<file path="src/rtl/sync_ram_host_ctrl.sv">
// sync_ram_host_ctrl
//   Host-side initiator for a single-port synchronous RAM with a 1-cycle
//   registered read and an active-low synchronous clear. Requests arrive on a
//   valid/ready channel and are replayed onto the RAM port from registers.
//   Read data is returned in order through a small response FIFO. A credit
//   counter guarantees that this FIFO never overflows.
//
// Ports
//   clk, rst        : rising-edge clock, synchronous active-high reset
//   req_valid/ready : request handshake; req_we selects write(1)/read(0)
//   req_addr/wdata  : request address and write data
//   rsp_valid/ready : response handshake; rsp_rdata is the head FIFO entry
//   ram_rst_n       : RAM clear, registered copy of ~rst
//   ram_wr_en/addr/wr_data : registered RAM command
//   ram_rd_data     : RAM registered read data
module sync_ram_host_ctrl #(
  parameter int unsigned DATA_WIDTH = 4,
  parameter int unsigned ADDR_WIDTH = 2,
  parameter int unsigned RSP_DEPTH  = 4
) (
  input  logic                  clk,
  input  logic                  rst,
  input  logic                  req_valid,
  output logic                  req_ready,
  input  logic                  req_we,
  input  logic [ADDR_WIDTH-1:0] req_addr,
  input  logic [DATA_WIDTH-1:0] req_wdata,
  output logic                  rsp_valid,
  input  logic                  rsp_ready,
  output logic [DATA_WIDTH-1:0] rsp_rdata,
  output logic                  ram_rst_n,
  output logic                  ram_wr_en,
  output logic [ADDR_WIDTH-1:0] ram_addr,
  output logic [DATA_WIDTH-1:0] ram_wr_data,
  input  logic [DATA_WIDTH-1:0] ram_rd_data
);

  localparam int unsigned CNT_W = $clog2(RSP_DEPTH + 1);
  localparam int unsigned PTR_W = (RSP_DEPTH > 1) ? $clog2(RSP_DEPTH) : 1;

  logic                  rst_q;
  logic                  s1_rd;
  logic                  s2_rd;
  logic [CNT_W-1:0]      outstanding;
  logic [CNT_W-1:0]      fifo_count;
  logic [PTR_W-1:0]      wr_ptr;
  logic [PTR_W-1:0]      rd_ptr;
  logic [DATA_WIDTH-1:0] fifo_mem [RSP_DEPTH];

  logic accept;
  logic rd_accept;
  logic push;
  logic pop;

  function automatic logic [PTR_W-1:0] ptr_inc(input logic [PTR_W-1:0] p);
    return (p == PTR_W'(RSP_DEPTH - 1)) ? '0 : p + 1'b1;
  endfunction

  // req_ready depends only on registered state. Every accepted read owns a
  // FIFO slot from acceptance until it is popped, so the FIFO cannot overflow.
  always_comb begin
    req_ready = !rst_q && (outstanding < CNT_W'(RSP_DEPTH));
    accept    = req_valid && req_ready;
    rd_accept = accept && !req_we;
    rsp_valid = (fifo_count != '0);
    rsp_rdata = rsp_valid ? fifo_mem[rd_ptr] : '0;
    push      = s2_rd;
    pop       = rsp_valid && rsp_ready;
  end

  always_ff @(posedge clk) begin
    if (rst) begin
      rst_q       <= 1'b1;
      ram_rst_n   <= 1'b0;
      ram_wr_en   <= 1'b0;
      ram_addr    <= '0;
      ram_wr_data <= '0;
      s1_rd       <= 1'b0;
      s2_rd       <= 1'b0;
      outstanding <= '0;
      fifo_count  <= '0;
      wr_ptr      <= '0;
      rd_ptr      <= '0;
    end else begin
      rst_q     <= 1'b0;
      ram_rst_n <= 1'b1;

      // Stage 1: present the command to the RAM; address/data hold when idle.
      ram_wr_en <= accept && req_we;
      if (accept) begin
        ram_addr    <= req_addr;
        ram_wr_data <= req_wdata;
      end
      s1_rd <= rd_accept;
      // Stage 2: RAM samples ram_addr; its data is valid one cycle later.
      s2_rd <= s1_rd;

      case ({rd_accept, pop})
        2'b10:   outstanding <= outstanding + 1'b1;
        2'b01:   outstanding <= outstanding - 1'b1;
        default: outstanding <= outstanding;
      endcase

      case ({push, pop})
        2'b10:   fifo_count <= fifo_count + 1'b1;
        2'b01:   fifo_count <= fifo_count - 1'b1;
        default: fifo_count <= fifo_count;
      endcase

      if (push) wr_ptr <= ptr_inc(wr_ptr);
      if (pop)  rd_ptr <= ptr_inc(rd_ptr);
    end
  end

  // FIFO storage is left unreset; stale entries are never visible because
  // rsp_rdata is gated by rsp_valid.
  always_ff @(posedge clk) begin
    if (!rst && push) fifo_mem[wr_ptr] <= ram_rd_data;
  end

endmodule
</file>
<file path="config.mk">
export PLATFORM = sky130hd
export DESIGN_NAME = sync_ram_host_ctrl
export DESIGN_NICKNAME = d
export VERILOG_FILES = /design/src/rtl/sync_ram_host_ctrl.sv
export SDC_FILE = /design/constraint.sdc
export NUM_CORES = 1
export LEC_CHECK = 0
export BUFFER_PORTS_ARGS = -buffer_cell sky130_fd_sc_hd__buf_2
export CORE_ASPECT_RATIO = 1.1
export CORE_MARGIN = 2
export CORE_UTILIZATION = 41
export CTS_CLUSTER_DIAMETER = 100
export CTS_CLUSTER_SIZE = 40
export DETAILED_ROUTE_END_ITERATION = 10
export HOLD_SLACK_MARGIN = 0.1
export PLACE_DENSITY_LB_ADDON = 0.25
export RECOVER_POWER = 100
export SLEW_MARGIN = 20
export SYNTH_ARGS = -nofsm -noshare
export SYNTH_HDL_FRONTEND = slang
export SYNTH_SLANG_ARGS = --single-unit
</file>
<file path="constraint.sdc">
create_clock -name clk -period 2.75 [get_ports clk]
set_input_delay 0.4125 -clock clk [delete_from_list [all_inputs] [get_ports clk]]
set_output_delay 0.4125 -clock clk [all_outputs]
set_load 0.02 [all_outputs]
</file>
==> results <==
- The flow ran to the end, and the final reports show no timing, DRC or antenna violations.
- The adder-cell share of the synthesized area is 0.0809.
- The final number of hold-violating endpoints is 0.
- The count of input and output buffers is 28.
- The die outline height is 69.1 um.
- The detailed router finished its first iteration with 16 violations.
- The number of antenna violations at the first check in global routing is 0.
- The CTS tree is built.
- The endpoint of the lowest-slack register-to-register path is outstanding[2].
- Counting flops and latches in the post-synthesis netlist gives 39.
- The count of non-filler cells in the finished layout is 206.
- The class of the most critical setup path is reg2reg.
- The minimum clock period is 2.08 ns.
- Of the total synthesized cell area, the portion taken by XOR and XNOR cells is 0.0222.
- In this run the worst setup path begins at fifo_count[2].
- STA classifies the critical path startpoint as a register.
- In this run the power density over the cells is 675 nW/um2.
- The maximum buffer depth of the clock tree is 2.
- The count of synthesis-stage warnings from yosys is 0.
- The worst endpoint required time is 2.96 ns.
- For this run, global-route usage on met3 was measured as 0.0440.
- The accumulated negative setup slack is 0 ns.
- The met1 capacity usage during global routing is 0.147.
- The count of pins over their slew limit was 0.
- The number of cells after detailed placement is 198.
- In the finished design, the share of the clock period the worst path needs comes to 0.756.
- In this run the static leakage power is 0.732 nW.
- For this configuration, the core starts out at a cell density of 0.432.
- The quantity of gates resized following cts is 0.
- The tightest hold path in the finished design has a slack of 0.358 ns.
- The clock latency on the worst-skew pair is 0.29 ns.
- After the last flow step, the layout net total stands at 179.
- The clock buffer count from CTS is 5.
- The DRC violation count after routing is 0.
- The launch instance of the worst register-to-register path is fifo_count[2].
- The mux share of post-synthesis cell area is 0.119.
- The pre-antenna-repair detailed-routing pass consisted of 4 iterations.
- The combined buffer and inverter count along the critical path is 1.
- Of the total synthesized cell area, the portion taken by AND, OR, NAND and NOR gates is 0.111.
- The critical path arrival is 2.29 ns.
- The highest achievable clock rate is 0.481 GHz.
- Following the worst setup path forward leads to its endpoint at outstanding[2].
- The clock net in this run drives a total of 39 sinks.
- The count of nets left with antenna violations once routing finished came out at 0.
- The placeable core area is 3650 um2.
- The signal on the critical path passes through o31ai_4 > inv_1 > ha_1 > fa_1 > xnor2_1 > or3_1 > a21oi_1.
- The most heavily used metal layer in global routing is met2.
- In this run, post-CTS hold repair placed 0 buffers.
- Wires add up to 2520 um.
- The cell class contributing the biggest share of worst-path delay is adder cells.
- Of the cells placed in the final design, the portion with a size suffix greater than 1 is 0.122.
- The post-synthesis instance total is 122.
- The number of vias in the routed layout is 980.
- For this run, the total global-route usage over all layers was measured as 0.132.
- The cell area after layout is 1880 um2.
- The top-level port count is 29.
- The count of distinct cell types in the synthesized netlist is 23.
- The largest individual stage delay along the critical path comes from the cell sky130_fd_sc_hd__fa_1.
- The average detailed-routed wire length per instance is 12.2 um.
- The synthesized design spends more area on one cell type than any other, namely sky130_fd_sc_hd__edfxtp_1.
- The register-to-register setup slack is 0.67 ns.
- Setup repair after global routing left no endpoint under its margin.
- The endpoint type of the worst setup path is a register.
- Summing every instance area after synthesis gives 1580 um2.
- In this run the core area contains 23 standard-cell rows.
- The width of the chip is 63.1 um.
- The max capacitance violation total is 0.
- The first global-routing pass estimated 4390 um of wire.
- VDD sags by at most 0.432 mV.
- The total setup violations reported at the end of the flow is 0.
- The net count after synthesis is 146.
- The number of antenna diodes is 0.
- The maximum number of pins on one net before global-route repair is 23.
- Compared with the post-synthesis result, the final layout area differs by 19.2%.
- The post-placement cell area is 1780 um2.
- The die covers 4360 um2.
- The H-tree depth is 2.
- The worst clock skew is 0.00522 ns.
- In this run the tightest slew margin relative to its limit is 0.378.
- The via count of the first global-routing pass is 972.
- The share of synthesized area in the top cell type comes to 0.305.
- The half-perimeter wire length after detailed placement is 1850 um.
- The cell count along the critical path is 7.
- Along the worst path, the maximum fanout reaches 5.
- The met2 layer usage reported by global route is 0.220.
- The share of synthesized area occupied by flip-flops and latches is 0.596.
- The worst-margin pin slew is 0.932 ns.
- The clock root buffer is sky130_fd_sc_hd__clkbuf_8.
- At the end of routability-driven placement, the weighted congestion stood at 0.640.
- The average cell area after synthesis is 12.9 um2.
- The compound-cell area share of the yosys netlist is 0.0389.
- Clock-pin slew was measured on the worst setup and hold paths at 0.07 ns.
- The maximum single-stage delay on the critical path is 0.39 ns.
- By area the synthesized netlist is led by sky130_fd_sc_hd__edfxtp_1, sky130_fd_sc_hd__dfxtp_1, sky130_fd_sc_hd__mux2i_1.
- For the worst flop-to-flop path, the logic depth is 7.
- After synthesis, the largest family of logic cells by area is multiplexers.
- Using the TritonRoute via totals, the vias-per-cell ratio works out to 4.76.
- The post-route core utilization is 0.515.
- The post-CTS setup-driven buffer insertion count is 0.
- The aggregate global routing overflow is 0.
- The class of the worst hold path is in2reg.
state kept, by name, summed over array words and instances, names as in the netlist, 2 cells and up, named ones only:
signal       count
ram_wr_data      4
ram_addr         2
fifo_mem        16
rd_ptr           2
wr_ptr           2
outstanding      3
fifo_count       3
layout make-up:
type,count,area [um2]
fillers,342,1770
flip-flops and latches,39,941
multi-input cells,70,587
repair buffers,29,120
clock buffers,6,72.6
well taps,50,62.6
clock inverters,2,60.1
inverters,10,37.5
cell usage in the layout (no fill, tap or decap), drive strengths merged, types with 2 or more instances in the layout:
cell type,netlist,final
a21oi,6,6
and3,5,5
buf,1,9
bufinv,0,2
clkbuf,2,26
dfxtp,23,23
edfxtp,16,16
fa,2,2
ha,7,7
inv,10,10
mux2i,9,9
mux4,4,4
nor2,17,17
nor2b,5,5
nor3b,2,2
o21ai,2,2
or3,3,3
xor2,3,3
worst min-delay path: stages:
cell	delay [ns]
sky130_fd_sc_hd__buf_2	0.07
sky130_fd_sc_hd__mux2i_1	0.05
sky130_fd_sc_hd__nor2_1	0.07
through the flow:
| step | setup WS, ns | power, W |
|---|---|---|
| 2_1_floorplan | 0.656 | 0.000703 |
| 3_3_place_gp | 0.676 | 0.000735 |
| 3_5_place_dp | 0.587 | 0.000739 |
| 4_1_cts | 0.652 | 0.00129 |
| 5_1_grt | 0.553 | 0.00132 |
| 6_report | 0.672 | 0.00127 |
where the power goes:
part           switching [W]  internal [W]
clock               0.000187      0.000362
combinational      0.0000551     0.0000375
sequential         0.0000118      0.000616
per-layer routing:
| layer | up-vias | wire length, um |
|---|---|---|
| li1 | 487 | - |
| met5 | - | 0 |
| met2 | 29 | 1230 |
| met3 | 5 | 167 |
| met1 | 459 | 1070 |
| met4 | 0 | 55 |
cells by family (layout without fill, tap and decap cells):
group                    Yosys count  count (layout)
multiplexers                      13              13
buffers and inverters             13              47
adder cells (fa/ha/maj)            9               9
XOR/XNOR                           4               4
AND/OR/NAND/NOR                   35              35
AO/OA/AOI/OAI                      9               9
flip-flops                        39              39
how the worst min path moves through the flow:
stage              startpoint              to  slack [ns]  cells after the start
2_1_floorplan           s1_rd            push        0.41                      1
3_3_place_gp            s1_rd            push        0.42                      1
3_5_place_dp            s1_rd            push        0.43                      1
4_1_cts        ram_rd_data[0]  fifo_mem[2][0]        0.33                      1
5_1_grt          req_wdata[2]  ram_wr_data[2]        0.36                      3
6_report         req_wdata[2]  ram_wr_data[2]        0.36                      3
cells in the mapped netlist:
library cell	instances
sky130_fd_sc_hd__nor3_1	1
sky130_fd_sc_hd__edfxtp_1	16
sky130_fd_sc_hd__buf_2	1
sky130_fd_sc_hd__nand2_1	1
sky130_fd_sc_hd__o31ai_4	1
sky130_fd_sc_hd__and3_1	5
sky130_fd_sc_hd__or3_1	3
sky130_fd_sc_hd__inv_1	10
sky130_fd_sc_hd__mux4_1	2
sky130_fd_sc_hd__xor2_1	3
sky130_fd_sc_hd__dfxtp_1	23
sky130_fd_sc_hd__nor2b_1	5
sky130_fd_sc_hd__nand2b_1	1
sky130_fd_sc_hd__a21oi_1	6
sky130_fd_sc_hd__o21ai_0	2
sky130_fd_sc_hd__nor2_1	17
sky130_fd_sc_hd__mux2i_1	9
sky130_fd_sc_hd__xnor2_1	1
sky130_fd_sc_hd__ha_1	7
sky130_fd_sc_hd__mux4_2	2
sky130_fd_sc_hd__fa_1	2
sky130_fd_sc_hd__nor3b_1	2
sky130_fd_sc_hd__clkbuf_1	2
Power figures use the tool's default switching activity.
